===== config.mk =====
export PLATFORM = sky130hd
export DESIGN_NAME = pwm_avs_csr_flat
export DESIGN_NICKNAME = d
export VERILOG_FILES = /design/src/rtl/pwm_avs_csr_if.sv /design/src/rtl/pwm_avs_csr.sv /design/src/flat_wrapper.sv
export SDC_FILE = /design/constraint.sdc
export NUM_CORES = 1
export LEC_CHECK = 0
export CORE_MARGIN = 2
export CORE_UTILIZATION = 54
export CTS_CLUSTER_DIAMETER = 50
export CTS_CLUSTER_SIZE = 10
export DETAILED_ROUTE_END_ITERATION = 6
export PLACE_DENSITY = 0.77
export SLEW_MARGIN = 40
export SYNTH_ARGS = -nofsm -noshare
export SYNTH_HDL_FRONTEND = slang
export SYNTH_SLANG_ARGS = --single-unit
export TNS_END_PERCENT = 10

===== constraint.sdc =====
create_clock -name clk -period 4.1 [get_ports clk]
set_input_delay 0.615 -clock clk [delete_from_list [all_inputs] [get_ports clk]]
set_output_delay 0.615 -clock clk [all_outputs]
set_load 0.01 [all_outputs]

===== src/rtl/pwm_avs_csr_if.sv =====
// Avalon-MM slave bus bundle between the host fabric and the PWM CSR block.
interface pwm_avs_csr_if #(
  parameter int DW = 32
);
  logic [2:0]      address;
  logic            read;
  logic            write;
  logic [DW-1:0]   writedata;
  logic [DW/8-1:0] byteenable;
  logic [DW-1:0]   readdata;

  modport master (output address, read, write, writedata, byteenable, input readdata);
  modport slave  (input address, read, write, writedata, byteenable, output readdata);
endinterface


===== src/rtl/pwm_avs_csr.sv =====
// PWM CSR front end: shadowed period/duty committed at PWM cycle boundaries,
// optional per-cycle duty ramping, and a boundary counter that runs in
// lockstep with the downstream pwm core (cycle length = period_o + 2).
module pwm_avs_csr #(
  parameter int            DW           = 32,
  parameter logic [DW-1:0] RESET_PERIOD = '0
) (
  input  logic          clk,
  input  logic          reset,
  pwm_avs_csr_if.slave  avs,
  output logic [DW-1:0] period_o,
  output logic [DW-1:0] duty_o,
  output logic          pwm_en_o,
  output logic          period_tick_o
);
  localparam int NB = DW/8;

  logic [1:0]    ctrl;        // {ramp_en, enable}
  logic [DW-1:0] period_sh;
  logic [DW-1:0] target;
  logic [DW-1:0] ramp_step;
  logic [DW-1:0] bcnt;
  logic          pending;
  logic [DW-1:0] wmask;
  logic [DW-1:0] duty_nx;
  logic [DW-1:0] rd_mux;
  logic [DW:0]   up_sum;
  logic [DW:0]   dn_diff;
  logic          ramp_busy;
  logic          commit;
  logic          wr_ctrl, wr_period, wr_duty, wr_step;

  // Expand byte enables into a bit mask for read-modify-write of shadows.
  for (genvar b = 0; b < NB; b++) begin : g_be
    assign wmask[b*8 +: 8] = {8{avs.byteenable[b]}};
  end

  assign wr_ctrl   = avs.write && (avs.address == 3'd0);
  assign wr_period = avs.write && (avs.address == 3'd1);
  assign wr_duty   = avs.write && (avs.address == 3'd2);
  assign wr_step   = avs.write && (avs.address == 3'd3);

  assign pwm_en_o      = ctrl[0];
  assign period_tick_o = ctrl[0] && (bcnt > period_o);
  // While disabled the outputs track the shadows every clock.
  assign commit        = period_tick_o || !ctrl[0];
  assign ramp_busy     = ctrl[1] && (duty_o != target);

  // One extra bit on both sides so overflow/borrow saturate at target.
  assign up_sum  = {1'b0, duty_o} + {1'b0, ramp_step};
  assign dn_diff = {1'b0, duty_o} - {1'b0, ramp_step};

  // Next active duty at a commit: jump to target, or one ramp step toward it.
  always_comb begin
    duty_nx = target;
    if (ctrl[0] && ctrl[1] && (ramp_step != '0)) begin
      if (duty_o < target)
        duty_nx = (up_sum > {1'b0, target}) ? target : up_sum[DW-1:0];
      else if (duty_o > target)
        duty_nx = (dn_diff[DW] || (dn_diff[DW-1:0] < target)) ? target : dn_diff[DW-1:0];
    end
  end

  // Register file read mux; reserved words read as zero.
  always_comb begin
    rd_mux = '0;
    case (avs.address)
      3'd0:    rd_mux[1:0] = ctrl;
      3'd1:    rd_mux      = period_sh;
      3'd2:    rd_mux      = target;
      3'd3:    rd_mux      = ramp_step;
      3'd4:    rd_mux[1:0] = {ramp_busy, pending};
      3'd5:    rd_mux      = duty_o;
      default: rd_mux      = '0;
    endcase
  end

  // Host-visible shadow registers with byte-lane writes.
  always_ff @(posedge clk) begin
    if (reset) begin
      ctrl      <= '0;
      period_sh <= RESET_PERIOD;
      target    <= '0;
      ramp_step <= '0;
    end else begin
      if (wr_ctrl && avs.byteenable[0]) ctrl <= avs.writedata[1:0];
      if (wr_period) period_sh <= (period_sh & ~wmask) | (avs.writedata & wmask);
      if (wr_duty)   target    <= (target    & ~wmask) | (avs.writedata & wmask);
      if (wr_step)   ramp_step <= (ramp_step & ~wmask) | (avs.writedata & wmask);
    end
  end

  // Commit shadows to the active outputs; a same-cycle write stays pending.
  always_ff @(posedge clk) begin
    if (reset) begin
      period_o <= RESET_PERIOD;
      duty_o   <= '0;
      pending  <= 1'b0;
    end else begin
      if (commit) begin
        period_o <= period_sh;
        duty_o   <= duty_nx;
      end
      if (wr_period || wr_duty) pending <= 1'b1;
      else if (commit)          pending <= 1'b0;
    end
  end

  // Boundary counter mirroring the pwm core's wrap.
  always_ff @(posedge clk) begin
    if (reset || !ctrl[0]) bcnt <= '0;
    else if (period_tick_o) bcnt <= '0;
    else                    bcnt <= bcnt + 1'b1;
  end

  // Registered read data, held between reads.
  always_ff @(posedge clk) begin
    if (reset)         avs.readdata <= '0;
    else if (avs.read) avs.readdata <= rd_mux;
  end
endmodule


===== src/flat_wrapper.sv =====
// flat-port wrapper written by rule: the top's interface ports become plain ports
module pwm_avs_csr_flat 
#(
  parameter int            DW           = 32,
  parameter logic [DW-1:0] RESET_PERIOD = '0
)
  (clk, reset, period_o, duty_o, pwm_en_o, period_tick_o, avs_address, avs_read, avs_write, avs_writedata, avs_byteenable, avs_readdata);
  pwm_avs_csr_if #(.DW(DW)) avs_i ();
  input  logic clk;
  input  logic reset;
  output logic [DW-1:0] period_o;
  output logic [DW-1:0] duty_o;
  output logic pwm_en_o;
  output logic period_tick_o;
  input wire logic [$bits(avs_i.address)-1:0] avs_address;
  input wire logic [$bits(avs_i.read)-1:0] avs_read;
  input wire logic [$bits(avs_i.write)-1:0] avs_write;
  input wire logic [$bits(avs_i.writedata)-1:0] avs_writedata;
  input wire logic [$bits(avs_i.byteenable)-1:0] avs_byteenable;
  output wire logic [$bits(avs_i.readdata)-1:0] avs_readdata;
  assign avs_i.address = avs_address;
  assign avs_i.read = avs_read;
  assign avs_i.write = avs_write;
  assign avs_i.writedata = avs_writedata;
  assign avs_i.byteenable = avs_byteenable;
  assign avs_readdata = avs_i.readdata;
  pwm_avs_csr #(.DW(DW), .RESET_PERIOD(RESET_PERIOD)) u_core (.clk(clk), .reset(reset), .avs(avs_i), .period_o(period_o), .duty_o(duty_o), .pwm_en_o(pwm_en_o), .period_tick_o(period_tick_o));
endmodule

==> results.json, run 1 <==
{
  "post_drt_wl_per_cell_um": 21.79,
  "powerDensity_mw_per_mm2": 293.4,
  "ys_types": 93,
  "rows": 63,
  "gp_congestion": 1.024,
  "ys.flop_type": "dfxtp_1",
  "hp-class": "register to register",
  "final_layout_size_suffix_gt1_frac": 0.2264,
  "ant_nets": 0,
  "fillers": 2219,
  "core_area_mm2": 0.02972,
  "ff_latch_area_mm2": 0.004567,
  "relSlewSlack": 0.4365,
  "maxSlewViolCount": 0,
  "clk_latency_ns": 0.55,
  "multiInputGateArea_mm2": 0.01143,
  "grt_usage": 0.3842,
  "antenna_found_initial": 0,
  "grt_max_degree": 88,
  "cp_max_fo": 9,
  "critPathKind": "register to register",
  "maxCapViolCount": 0,
  "arrival_ns": 5.24,
  "drt_iter0_markers": 1557,
  "synth_area_mm2": 0.01637,
  "async_reset_ff_frac": 0,
  "setup_tns_ns": -20.36,
  "yosysWarningCount": 0,
  "cts.path.max_buffers": 3,
  "finClkSkew_ns": 0.02266,
  "hpwlAfterDp_mm": 49.16,
  "synth-edff-count": 0,
  "seq_area_frac_synth": 0.2777,
  "path_buf_inv": 3,
  "place_inst": 2826,
  "cp_cell_sequence": "ha_4 -> fa_2 -> nor2b_4 -> o21ai_2 -> buf_6 -> a31oi_4 -> o2111ai_2 -> buf_4 -> nand2_2 -> a21o_1 -> a21oi_2 -> xor2_1 -> ha_1 -> a21o_1 -> a221oi_2 -> nor3_1 -> o41a_1 -> a211oi_2 -> o21a_4 -> and2_4 -> buf_12 -> a221oi_2 -> o32ai_1",
  "worst_slack_ns": -0.6973,
  "critPathRequiredTime_ns": 4.55,
  "start_util": 0.5508,
  "timing.final.crit_share": 1.170,
  "startpoint_type": "register",
  "placed_cell_area_mm2": 0.02061,
  "syn-instance-count": 2042,
  "port_buffers": 140,
  "antennaDiodeCount": 0,
  "final_common_cell": "buf_4",
  "post-route-cell-area_mm2": 0.02228,
  "fin_crit_ns": 4.797,
  "cts_tree": "yes",
  "avgSynthCellArea_um2": 8.015,
  "path_delay_family": "compound AO/OA/AOI/OAI gates",
  "via_per_inst": 6.173,
  "cts_root_buffer": "clkbuf_16",
  "drt_wl_total_mm": 62.98,
  "endpoint_kind": "register",
  "status": "finished with violations",
  "layout.nets": 2730,
  "layout_common_cells": "369 x buf_4, 236 x nor2_1, 211 x dfxtp_1, 210 x a21oi_1, 180 x ha_1",
  "post-route-drc-count": 0,
  "setup_violations": 32,
  "final_hold_viol_count": 0,
  "r2r_slack_ns": -0.70,
  "ys_ff_latch": 227,
  "worst_path_max_delay_cell": "dfxtp_4",
  "cts_buffers": 29,
  "p_leak_uw": 0.009813,
  "die_area_mm2": 0.03172,
  "rsz0062_at_grt": "yes",
  "ios": 141,
  "grt_pass1_wl_mm": 95.17,
  "final_cells": 2890,
  "syn_to_final_growth_pct": 36.10,
  "cts_hold_buf": 0,
  "gr-total-overflow": 0,
  "violations": "setup timing",
  "first_global_vias": 17420,
  "place_ws_ns": -1.061,
  "slowest_delay_ns": 0.36,
  "firstDrtPassIters": 6,
  "via_count": 17840,
  "vdd_ir_drop_max_mv": 0.3075,
  "die_h_um": 178.1,
  "ctsHtreeMaxLevel": 1,
  "fp.dieW_um": 178.1,
  "holdWs_ns": 0.4706,
  "max_freq_mhz": 208.5,
  "path_clk_slew_ns": 0.06,
  "worst_pin_slew_ns": 0.8364,
  "synth.net_count": 2279,
  "cts.sinks": 227
}
-- layer usage --
metal,vias up,share of wire,GRT usage,wire [um]
li1,8253,-,-,-
met5,-,0,0,0
met3,253,0.070,0.05136,4413
met4,0,0.069,0.2271,4360
met2,895,0.47,0.6591,29640
met1,8440,0.39,0.4579,24560
-- where the power goes --
group          switching [uW]  internal [uW]  total (uW)  leakage, uW
Combinational            1020            906        1920      0.00756
Sequential               26.0           2230        2260      0.00184
Clock                     952           1400        2360     0.000416
-- kinds of logic after synthesis --
logic type	share of synthesized area
xor+xnor	0.04602
compound gates	0.2407
simple gates	0.1787
flops	0.2777
buf+inv	0.06360
fa+ha+maj	0.1492
mux	0.04403
-- synthesized netlist by cell type, types with 24 or more instances --
cell,count,area share
clkbuf_1,69,0.016
nand4_1,33,0.013
nand3_1,86,0.026
buf_2,24,0.0073
xnor2_1,59,0.032
o22ai_1,24,0.0092
inv_1,141,0.032
a21oi_1,222,0.068
o21ai_0,39,0.012
mux2i_1,72,0.044
nor3_1,28,0.0086
a22oi_1,65,0.030
xor2_1,27,0.014
ha_1,192,0.15
a21o_1,33,0.015
nand2_1,163,0.037
dfxtp_1,227,0.28
nor2_1,238,0.055
-- path summary, 6_finish.rpt --
| check | start | endpoint | depth (start not counted) |
|---|---|---|---|
| setup / recovery | u_core.duty_o[0] | u_core.duty_o[7] | 23 |
| hold / removal | u_core.period_o[26] | u_core.period_o[26] | 2 |
| setup reg to reg | u_core.duty_o[0] | u_core.duty_o[7] | 23 |
| hold reg to reg | u_core.period_o[26] | u_core.period_o[26] | 2 |
-- cell type report --
cell class	instances	share of cell area
sequential	227	0.2050
tap	390	0.02191
timing repair buffer	525	0.1979
clock buffer	31	0.03337
multi-input combinational	1566	0.5130
inverter	144	0.02427
clock inverter	7	0.004494
-- what timing repair did --
action / CTS / global route
setup buffers: 8 / 15
gates resized for setup: 42 / 72
cloned: 1 / 2
pin swaps: 28 / 27
setup endpoints to repair: 32 / 33
-- metrics by stage --
step             util  total power (uW)
6_report       0.7496              6536
5_1_grt        0.7496              6762
4_1_cts        0.7307              6355
3_5_place_dp   0.6935              3975
3_3_place_gp   0.6935              3953
2_1_floorplan       -              3210
-- worst reg2reg max path: cells and delay by family, from the launching register on --
family                     cells  cell delay [ns]
AOI/OAI and AO/OA             12             2.34
adders and majority gates      3             0.78
xor gates and xnor gates       1             0.22
DFF                            1             0.36
buffers and inverters          3             0.46
and+or+nand+nor                4             0.52
(Power assumes the default switching activity.)
==> inputs of run 2 (changes only) <==
CORE_MARGIN = unset   (was 2)
clock period = 4.41 ns   (was 4.1 ns; I/O delays follow)
==> results.json, run 2 (synthesis results as in run 1) <==
{
  "status": "finished with violations",
  "violations": "setup timing",
  "hp-class": "register to register",
  "layout.nets": 2676,
  "cts_hold_buf": 0,
  "place_ws_ns": -0.8242,
  "final_common_cell": "buf_4",
  "powerDensity_mw_per_mm2": 272.5,
  "p_leak_uw": 0.009469,
  "critPathKind": "register to register",
  "final_layout_size_suffix_gt1_frac": 0.2063,
  "max_freq_mhz": 203.9,
  "gr-total-overflow": 0,
  "setup_tns_ns": -13.11,
  "worst_pin_slew_ns": 0.8773,
  "port_buffers": 140,
  "antennaDiodeCount": 0,
  "relSlewSlack": 0.4090,
  "firstDrtPassIters": 5,
  "core_area_mm2": 0.02972,
  "placed_cell_area_mm2": 0.02018,
  "post_drt_wl_per_cell_um": 22.06,
  "endpoint_kind": "register",
  "post-route-cell-area_mm2": 0.02187,
  "startpoint_type": "register",
  "layout_common_cells": "309 x buf_4, 237 x nor2_1, 221 x dfxtp_1, 212 x a21oi_1, 173 x ha_1",
  "final_hold_viol_count": 0,
  "final_cells": 2838,
  "drt_iter0_markers": 1756,
  "fp.dieW_um": 176.1,
  "rows": 63,
  "cts_tree": "yes",
  "timing.final.crit_share": 1.112,
  "start_util": 0.5508,
  "grt_pass1_wl_mm": 93.56,
  "final_core_utilization": 0.7361,
  "cts.sinks": 227,
  "ctsHtreeMaxLevel": 1,
  "maxCapViolCount": 0,
  "place_inst": 2771,
  "antenna_found_initial": 0,
  "post-route-drc-count": 0,
  "grt_max_degree": 82,
  "worst_slack_ns": -0.4953,
  "maxSlewViolCount": 0,
  "die_h_um": 176.1,
  "cts_root_buffer": "clkbuf_16",
  "syn_to_final_growth_pct": 33.64,
  "ios": 141,
  "arrival_ns": 5.33,
  "setup_violations": 32,
  "rsz0062_at_grt": "yes",
  "path_clk_slew_ns": 0.05,
  "hpwlAfterDp_mm": 48.21,
  "finClkSkew_ns": 0.02824,
  "grt_usage": 0.3884,
  "ant_nets": 0,
  "cts.path.max_buffers": 3,
  "drt_wl_total_mm": 62.62,
  "clk_latency_ns": 0.54,
  "fin_crit_ns": 4.905,
  "vdd_ir_drop_max_mv": 0.3305,
  "critPathRequiredTime_ns": 4.83,
  "via_per_inst": 6.247,
  "via_count": 17730,
  "cts_buffers": 29,
  "cp_max_fo": 6,
  "die_area_mm2": 0.03101,
  "first_global_vias": 16950,
  "gp_congestion": 1.032
}
==> run 2: metrics by stage <==
step                power [uW]  hold slack (ns)
CTS                       5804           0.4663
global placement          3621           0.4388
global route              6154           0.4860
floorplan                 2981           0.4297
finish                    5961           0.4680
detailed placement        3639           0.4594
==> run 2: final timing paths <==
path | startpoint | to | slack (ns) | cells past startpoint
min | u_core.period_o[26] | u_core.period_o[26] | 0.47 | 2
min reg2reg | u_core.period_o[26] | u_core.period_o[26] | 0.47 | 2
max | register | u_core.duty_o[5] | -0.50 | 22
max reg2reg | register | u_core.duty_o[5] | -0.50 | 22
==> run 2: final cells by class <==
cell class / count / area (um^2)
multi-input combinational: 1566 / 11420
tap: 390 / 488.0
clock inverter: 6 / 61.31
inverter: 144 / 543.0
timing repair buffer: 471 / 4049
clock buffer: 34 / 764.5
fill: 2284 / 7844
sequential: 227 / 4552
==> run 2: worst max-delay path, stage by stage (launching register included) <==
cell       delay [ns]
dfxtp_2          0.32
inv_1            0.07
ha_4             0.29
inv_2            0.08
a2111oi_4        0.45
a211oi_4         0.13
o31ai_2          0.24
buf_4            0.18
o21ai_4          0.08
a2111o_1         0.46
o311ai_2         0.11
xnor2_1          0.20
ha_1             0.32
buf_6            0.14
nand3_4          0.07
a21oi_1          0.04
o41a_1           0.39
a211oi_2         0.23
o21a_4           0.20
and2_4           0.20
buf_12           0.13
a221oi_1         0.08
o32ai_1          0.36
==> run 2: what timing repair did <==
action | CTS | global route
cloned | 0 | 2
gates resized for setup | 47 | 72
endpoints found under the setup margin | 32 | 32
buffers inserted | 10 | 15
pin swaps | 36 | 49
==> run 2: per-layer routing <==
| layer | GRT usage | wire length [um] | up-vias |
|---|---|---|---|
| met5 | 0 | 0 | - |
| met3 | 0.06503 | 4803 | 252 |
| met1 | 0.4647 | 24300 | 8369 |
| met2 | 0.6637 | 29620 | 961 |
| met4 | 0.2062 | 3888 | 0 |
| li1 | - | - | 8147 |
==> run 2: report_power, final <==
group          internal [uW]  leakage, uW  total, uW  switching, uW
sequential              2070      0.00183       2100           23.6
clock                   1260     0.000406       2130            867
combinational            793      0.00723       1730            940
total                   4130      0.00947       5960           1830
